File: src/rtl/hazard_forward_ctrl.sv
`default_nettype none
// ============================================================================
// hazard_forward_ctrl: execute-stage forwarding selects and load-use stall.
// Optional HAZARD_STATS_EN adds saturating stall / forward cycle counters.
// Revision: 1.0
// ============================================================================
module hazard_forward_ctrl #(
    parameter int REG_ADDR_W = 5,
    parameter int STAT_W     = 16
) (
    input  logic                  clk,
    input  logic                  reset,
    input  logic [REG_ADDR_W-1:0] rs_2,
    input  logic [REG_ADDR_W-1:0] rt_2,
    input  logic                  usesRs_2,
    input  logic                  usesRt_2,
    input  logic [REG_ADDR_W-1:0] dest_2,
    input  logic                  regWrite_2,
    input  logic                  memRead_2,
    input  logic                  flush,
    output logic [1:0]            frwdControl_1,
    output logic [1:0]            frwdControl_2,
    output logic                  stall
`ifdef HAZARD_STATS_EN
    ,
    output logic [STAT_W-1:0]     stallCount,
    output logic [STAT_W-1:0]     fwdCount
`endif
);

    localparam logic [1:0] C_SEL_REG = 2'b00;
    localparam logic [1:0] C_SEL_EX  = 2'b01;
    localparam logic [1:0] C_SEL_WB  = 2'b10;

    // ID/EX
    logic [REG_ADDR_W-1:0] rs_3_q, rs_3_d, rt_3_q, rt_3_d, dest_3_q, dest_3_d;
    logic                  usesRs_3_q, usesRs_3_d, usesRt_3_q, usesRt_3_d;
    logic                  regWrite_3_q, regWrite_3_d, memRead_3_q, memRead_3_d;
    // EX/MEM
    logic [REG_ADDR_W-1:0] dest_4_q;
    logic                  regWrite_4_q, memRead_4_q;
    // MEM/WB
    logic [REG_ADDR_W-1:0] dest_5_q;
    logic                  regWrite_5_q;

    function automatic logic [1:0] fwd_sel(
        input logic                  uses,
        input logic [REG_ADDR_W-1:0] src,
        input logic                  wr4,
        input logic [REG_ADDR_W-1:0] d4,
        input logic                  wr5,
        input logic [REG_ADDR_W-1:0] d5
    );
        // EX/MEM is checked first so the newest producer wins.
        if (uses && wr4 && (d4 != '0) && (d4 == src))
            return C_SEL_EX;
        else if (uses && wr5 && (d5 != '0) && (d5 == src))
            return C_SEL_WB;
        else
            return C_SEL_REG;
    endfunction

    always_comb begin
        frwdControl_1 = fwd_sel(usesRs_3_q, rs_3_q, regWrite_4_q, dest_4_q,
                                regWrite_5_q, dest_5_q);
        frwdControl_2 = fwd_sel(usesRt_3_q, rt_3_q, regWrite_4_q, dest_4_q,
                                regWrite_5_q, dest_5_q);
        stall = memRead_3_q && regWrite_3_q && (dest_3_q != '0) &&
                ((usesRs_2 && (rs_2 == dest_3_q)) ||
                 (usesRt_2 && (rt_2 == dest_3_q))) && !flush;
    end

    always_comb begin
        rs_3_d       = rs_2;
        rt_3_d       = rt_2;
        usesRs_3_d   = usesRs_2;
        usesRt_3_d   = usesRt_2;
        dest_3_d     = dest_2;
        regWrite_3_d = regWrite_2;
        memRead_3_d  = memRead_2;
        if (flush || stall) begin
            rs_3_d       = '0;
            rt_3_d       = '0;
            usesRs_3_d   = 1'b0;
            usesRt_3_d   = 1'b0;
            dest_3_d     = '0;
            regWrite_3_d = 1'b0;
            memRead_3_d  = 1'b0;
        end
    end

    always_ff @(posedge clk or posedge reset) begin
        if (reset) begin
            rs_3_q       <= '0;
            rt_3_q       <= '0;
            usesRs_3_q   <= 1'b0;
            usesRt_3_q   <= 1'b0;
            dest_3_q     <= '0;
            regWrite_3_q <= 1'b0;
            memRead_3_q  <= 1'b0;
            dest_4_q     <= '0;
            regWrite_4_q <= 1'b0;
            memRead_4_q  <= 1'b0;
            dest_5_q     <= '0;
            regWrite_5_q <= 1'b0;
        end else begin
            rs_3_q       <= rs_3_d;
            rt_3_q       <= rt_3_d;
            usesRs_3_q   <= usesRs_3_d;
            usesRt_3_q   <= usesRt_3_d;
            dest_3_q     <= dest_3_d;
            regWrite_3_q <= regWrite_3_d;
            memRead_3_q  <= memRead_3_d;
            dest_4_q     <= dest_3_q;
            regWrite_4_q <= regWrite_3_q;
            memRead_4_q  <= memRead_3_q;
            dest_5_q     <= dest_4_q;
            regWrite_5_q <= regWrite_4_q;
        end
    end

`ifdef HAZARD_STATS_EN
    logic [STAT_W-1:0] stall_count_q, stall_count_d;
    logic [STAT_W-1:0] fwd_count_q, fwd_count_d;

    always_comb begin
        stall_count_d = stall_count_q;
        fwd_count_d   = fwd_count_q;
        if (stall && (stall_count_q != '1))
            stall_count_d = stall_count_q + 1'b1;
        if (((frwdControl_1 != C_SEL_REG) || (frwdControl_2 != C_SEL_REG)) &&
            (fwd_count_q != '1))
            fwd_count_d = fwd_count_q + 1'b1;
    end

    always_ff @(posedge clk or posedge reset) begin
        if (reset) begin
            stall_count_q <= '0;
            fwd_count_q   <= '0;
        end else begin
            stall_count_q <= stall_count_d;
            fwd_count_q   <= fwd_count_d;
        end
    end

    assign stallCount = stall_count_q;
    assign fwdCount   = fwd_count_q;
`endif

`ifndef SYNTHESIS
    // A load's data is not available in EX/MEM, so the stall must prevent this.
    a_no_ex_fwd_from_load : assert property (@(posedge clk) disable iff (reset)
        !(memRead_4_q && ((frwdControl_1 == C_SEL_EX) || (frwdControl_2 == C_SEL_EX))));
`endif

endmodule
`default_nettype wire
File: config.mk
export PLATFORM = sky130hd
export DESIGN_NAME = hazard_forward_ctrl
export DESIGN_NICKNAME = d
export VERILOG_FILES = /design/src/rtl/hazard_forward_ctrl.sv
export SDC_FILE = /design/constraint.sdc
export NUM_CORES = 1
export LEC_CHECK = 0
export ABC_AREA = 1
export CAP_MARGIN = 20
export CORE_MARGIN = 5
export CORE_UTILIZATION = 40
export CTS_BUF_LIST = sky130_fd_sc_hd__clkbuf_4
export CTS_CLUSTER_SIZE = 28
export DETAILED_ROUTE_END_ITERATION = 7
export PLACE_DENSITY_LB_ADDON = 0.2
export RECOVER_POWER = 100
export SYNTH_ARGS = -nofsm -noshare
export SYNTH_HDL_FRONTEND = slang
export SYNTH_SLANG_ARGS = --single-unit
File: constraint.sdc
create_clock -name clk -period 1.6 [get_ports clk]
set_input_delay 0.16 -clock clk [delete_from_list [all_inputs] [get_ports clk]]
set_output_delay 0.16 -clock clk [all_outputs]
set_load 0.03 [all_outputs]
==> flow_summary.yaml, run 1 <==
routing:
  routed_wl_um: 3140
  drt-pass1-iter-count: 5
  avgViaCountPerCell: 4.461
  dr_total_vias: 1258
  drtIter0Drc: 37
  antenna_left: 0
  remaining_drc_errors: 0
  wl_per_cell_um: 11.13
pwr:
  internal_power_mw: 1.260
  p_comb_frac: 0.140
  seq_power_share: 0.513
  power_frac_clock: 0.348
  vdd_ir_drop_max_mv: 0.7118
  p_per_area_nw_per_um2: 856.8
  p_switching_mw: 0.4200
  p_leak_nw: 1.037
  switching_share: 0.2500
clocking:
  path_clk_slew_ps: 100
  cts_buffer_depth: 2
  cts_tree: "done"
  clk_latency_ps: 330
  cts_buffers: 5
  clockRootBuffer: "clkbuf_4"
  clkSinkCount: 31
  ctsHtreeMaxLevel: 2
sta:
  fmax_mhz: 596.1
  slew_violations: 0
  layout_setup_ws_ps: -77.44
  clock-skew-final_ps: 13.70
  slew_headroom: 0.5192
  final_hold_viol_count: 0
  worst_slew_pin_slew_ps: 721.1
  min_period_over_period: 1.048
  rsz0062_at_grt: "true"
  min_period_ps: 1677
  worst_hold_slack_ps: 324.5
  setup_violations: 4
finish:
  fin_nets: 255
  antenna_cells: 0
  syn2layout_area_growth_pct: 32.68
  drive_gt1_frac: 0.1752
  final_common_cell: "nand2_1"
  layout_common_cells: "nand2_1 (46), nor2_1 (34), inv_1 (32)"
synthesis:
  ys_warn_count: 0
  ys_ff_latch: 31
  synth_cells: 192
  yosys.cell_types.count: 19
  synth_area_um2: 1478
  synthesis.nets: 214
  seq_area_frac_synth: 0.5250
  syn_avg_cell_area_um2: 7.696
critical_path:
  worst-path-max-fanout: 4
  arrival_ps: 1520
  slowest_stage: "dfrtp_2"
  path_cells: "xor2_1, nor3_1, nand2_1, nor2_2, nor2_1, buf_4"
  path_delay_family: "flip-flops"
  cp_slowest_stage_delay_ps: 450
  cp.buffers_inverters: 1
  cp-start-kind: "register"
  crit_type: "register to output pin"
  setup.worst_path.end_class: "output pin"
  worstPathRequired_ps: 1440
placed_design:
  gp_congestion: 0.8624
  portBuffers: 26
  hpwl_um: 2361
  dp_slack_ps: 1.732
die:
  ios: 27
  fp-row-count: 22
  die_h_um: 70.78
  fp.dieW_um: 70.78
  core_area_um2: 3633
  start_util: 0.4067
  dieArea_um2: 5010
global_route:
  gr-total-overflow: 0
  grtUsageTotal: 0.1379
  grt_pass1_wl_um: 5319
  grt_pass1_vias: 1255
  antenna_found_initial: 0
  grt_start_max_net_pins: 32
job:
  maxCapViolations: 0
worst_hold_path:
  hold_class: "primary input to register"
run_status:
  violations: "setup timing"
  status: "finished, violations left"
final cells by class:
type / instances / area, um2
Tap cell: 48 / 60.06
Clock buffer: 5 / 37.54
Multi-Input combinational cell: 122 / 580.6
Sequential cell: 31 / 777.0
Timing Repair Buffer: 35 / 324.1
Fill cell: 380 / 1673
Inverter: 38 / 142.6
Clock inverter: 3 / 38.79
what timing repair did:
action	4_1_cts	5_1_grt
hold buffers	0	0
pin swaps	14	14
gates cloned	0	0
setup buffers	5	3
setup endpoints to repair	5	7
gates resized for setup	8	13
kinds of logic after synthesis:
logic type,synth area share
buf+inv,0.1042
compound gates,0.05080
flops,0.5250
xor+xnor,0.02371
simple gates,0.2964
registers in the layout, summed over array words and instances (netlist names):
name          cells
dest_3_q          5
dest_4_q          5
dest_5_q          5
memRead_3_q       1
regWrite_3_q      1
regWrite_4_q      1
regWrite_5_q      1
rs_3_q            5
rt_3_q            5
usesRs_3_q        1
usesRt_3_q        1
worst paths after layout:
check	slack, ps	end	from	depth (start not counted)
worst max-delay path	-80	frwdControl_2[1]	dest_4_q[3]	6
worst min-delay path	320	dest_3_q[3]	dest_2[3]	3
worst max register to register	160	rs_3_q[0]	dest_3_q[4]	10
worst min register to register	400	regWrite_4_q	regWrite_3_q	0
max in group asynchronous	630	dest_4_q[3]	reset	3
min in group asynchronous	450	dest_3_q[3]	reset	3
power groups by stage:
stage                     registers [mW]  clock network [mW]  logic [mW]
after floorplan                    0.863                   0       0.131
after global routing               0.867               0.628       0.268
after detailed placement           0.874                   0       0.215
after global placement             0.874                   0       0.213
after CTS                          0.859               0.599       0.228
final                              0.861               0.584       0.235
routing by layer:
layer | GRT usage | part of all wire
met5 | 0 | 0
met4 | 0.08142 | 0.016
met3 | 0.02983 | 0.046
met2 | 0.2400 | 0.51
met1 | 0.1538 | 0.43
Yosys cell counts:
master,number,area (um2)
o21ai_0,2,10.01
nor2_1,38,142.6
o22ai_1,3,18.77
nand4_1,3,18.77
o211ai_1,3,22.52
nand2_4,1,11.26
a22o_1,1,8.760
xor2_1,4,35.03
nand2_2,1,6.260
nor2_2,1,6.260
or2_2,1,6.260
nand3_1,7,35.03
nand3b_1,1,7.510
buf_6,1,11.26
dfrtp_1,31,775.7
nand2_1,49,183.9
a21oi_1,3,15.01
inv_1,38,142.6
nor3_1,4,20.02
metrics by stage:
step / power (mW) / area (um2) / instances / TNS, ps / utilization
floorplan: 0.9945 / 1480 / 192 / 0 / -
global placement: 1.087 / 1784 / 266 / -20.26 / 0.4910
detailed placement: 1.089 / 1784 / 266 / 0 / 0.4910
CTS: 1.686 / 1921 / 279 / -390.1 / 0.5286
global route: 1.763 / 1961 / 282 / -720.8 / 0.5396
finish: 1.680 / 1961 / 282 / -247.6 / 0.5396
worst register-to-register path: stages, from the launching register on:
cell	delay, ps
dfrtp_1	420
buf_6	130
nand2_2	50
nand2_2	50
nor2_1	80
nand3_1	80
nand2_1	80
nand2_2	60
clkbuf_1	110
nand2_4	180
nor2_1	80
(Power assumes the default switching activity.)
==> run 2, diff against run 1 <==
--- a/config.mk
+++ b/config.mk
@@ -7,12 +7,12 @@
 export LEC_CHECK = 0
 export ABC_AREA = 1
 export CAP_MARGIN = 20
-export CORE_MARGIN = 5
+export CORE_MARGIN = 1.5
 export CORE_UTILIZATION = 40
 export CTS_BUF_LIST = sky130_fd_sc_hd__clkbuf_4
 export CTS_CLUSTER_SIZE = 28
 export DETAILED_ROUTE_END_ITERATION = 7
-export PLACE_DENSITY_LB_ADDON = 0.2
+export PLACE_DENSITY = 0.68
 export RECOVER_POWER = 100
 export SYNTH_ARGS = -nofsm -noshare
 export SYNTH_HDL_FRONTEND = slang
==> flow_summary.yaml, run 2 (same netlist as run 1, synthesis figures left out) <==
placed_design:
  gp_congestion: 0.8936
  hpwl_um: 2235
  portBuffers: 26
  dp_cells: 264
finish:
  antenna_cells: 0
  fin_nets: 252
  fill_cells: 331
  final_util: 0.5573
  drive_gt1_frac: 0.1429
  layout_common_cells: "nand2_1 (49), nor2_1 (34), inv_1 (33)"
  final_common_cell: "nand2_1"
  stdcell_count: 277
  syn2layout_area_growth_pct: 29.81
sta:
  slew_violations: 0
  clock-skew-final_ps: 7.780
  fmax_mhz: 591.9
  worst_slew_pin_slew_ps: 718.1
  rsz0062_at_grt: "true"
  setup_violations: 4
  min_period_ps: 1689
  layout_setup_ws_ps: -89.47
  worst_hold_slack_ps: 329.8
  final_hold_viol_count: 0
  slew_headroom: 0.5213
  min_period_over_period: 1.056
routing:
  avgViaCountPerCell: 4.495
  wl_per_cell_um: 10.37
  antenna_left: 0
  wl_met2_um: 1401
  top_layer_used: "met4"
  route.met3.wl_um: 144
  remaining_drc_errors: 0
  drtIter0Drc: 40
  routed_wl_um: 2873
  wl_met1_um: 1283
  dr_total_vias: 1245
  drt-pass1-iter-count: 5
critical_path:
  setup.worst_path.end_class: "output pin"
  worst-path-max-fanout: 4
  worstPathRequired_ps: 1440
  arrival_ps: 1530
  cp-start-kind: "register"
  crit_type: "register to output pin"
die:
  die_h_um: 63.78
  fp-row-count: 21
  fp.dieW_um: 63.78
  core_area_um2: 3442
  dieArea_um2: 4068
  start_util: 0.4293
  ios: 27
clocking:
  cts_tree: "done"
  clkSinkCount: 31
  cts_buffers: 5
  cts_hold_buffers: 0
  path_clk_slew_ps: 100
  ctsHtreeMaxLevel: 2
  cts_buffer_depth: 2
  clockRootBuffer: "clkbuf_4"
  clk_latency_ps: 330
pwr:
  seq_power_share: 0.515
  power_mw: 1.669
  vdd_ir_drop_max_mv: 0.5357
  power_frac_clock: 0.350
  p_comb_frac: 0.135
  internal_power_mw: 1.253
  switching_share: 0.2490
  p_switching_mw: 0.4155
  p_leak_nw: 1.023
  p_per_area_nw_per_um2: 870.1
global_route:
  grtUsageTotal: 0.1657
  grt_pass1_vias: 1162
  grt_pass1_wl_um: 5119
  gr-total-overflow: 0
  antenna_found_initial: 0
  grt_start_max_net_pins: 32
worst_hold_path:
  hold_class: "primary input to register"
run_status:
  violations: "setup timing"
  status: "finished, violations left"
job:
  maxCapViolations: 0
-- run 2: cell count changes in the layout (fill, tap and decap cells not counted), sizes merged --
cell,before,now
clkbuf,8,9
buf,11,7
-- run 2: area by class of cell --
| cell class | instances | area (um2) | area share |
|---|---|---|---|
| tap | 46 | 57.56 | 0.03001 |
| clock buffer | 5 | 37.54 | 0.01957 |
| inverter | 38 | 142.6 | 0.07436 |
| timing repair buffer | 32 | 297.8 | 0.1553 |
| multi-input combinational | 122 | 568.0 | 0.2962 |
| clock inverter | 3 | 38.79 | 0.02022 |
| sequential | 31 | 775.7 | 0.4044 |
-- run 2: power by group through the flow --
stage	combinational, mW	clock (mW)	sequential, mW
floorplan	0.131	0	0.863
global placement	0.211	0	0.874
detailed placement	0.213	0	0.875
CTS	0.223	0.594	0.860
global route	0.259	0.639	0.866
finish	0.225	0.584	0.860
-- run 2: layer usage --
metal | vias to the layer above | track usage
met5 | - | 0
met4 | 0 | 0.06522
met3 | 6 | 0.04225
met2 | 37 | 0.2604
met1 | 549 | 0.2191
li1 | 653 | -
-- run 2: critical path: stages, from the launching register on --
cell	delay, ps
dfrtp_1	430
xor2_1	170
nor3_1	140
nand2_1	80
nor2_2	150
nor2_1	60
buf_4	160
-- run 2: per-stage QoR --
step / TNS [ps] / cell area (um2) / setup slack, ps
global placement: 0 / 1782 / 18.05
floorplan: 0 / 1480 / 5.964
CTS: -336.0 / 1899 / -105.4
global route: -810.1 / 1918 / -223.3
finish: -250.3 / 1918 / -89.47
detailed placement: 0 / 1782 / 14.47
-- run 2: timing repair --
action	in CTS	in global routing
endpoints found under the setup margin	5	5
pin swaps	4	3
buffers inserted	4	1
gates resized for setup	5	8
-- run 2: final timing paths --
path | startpoint | end | slack [ps] | cells past startpoint
max | dest_4_q[3] | frwdControl_2[1] | -90 | 6
min | dest_2[2] | dest_3_q[2] | 330 | 3
max reg2reg | dest_3_q[2] | rs_3_q[1] | 270 | 9
min reg2reg | regWrite_4_q | regWrite_5_q | 420 | 0
max in group asynchronous | reset | dest_5_q[4] | 680 | 3
min in group asynchronous | reset | dest_3_q[1] | 450 | 3
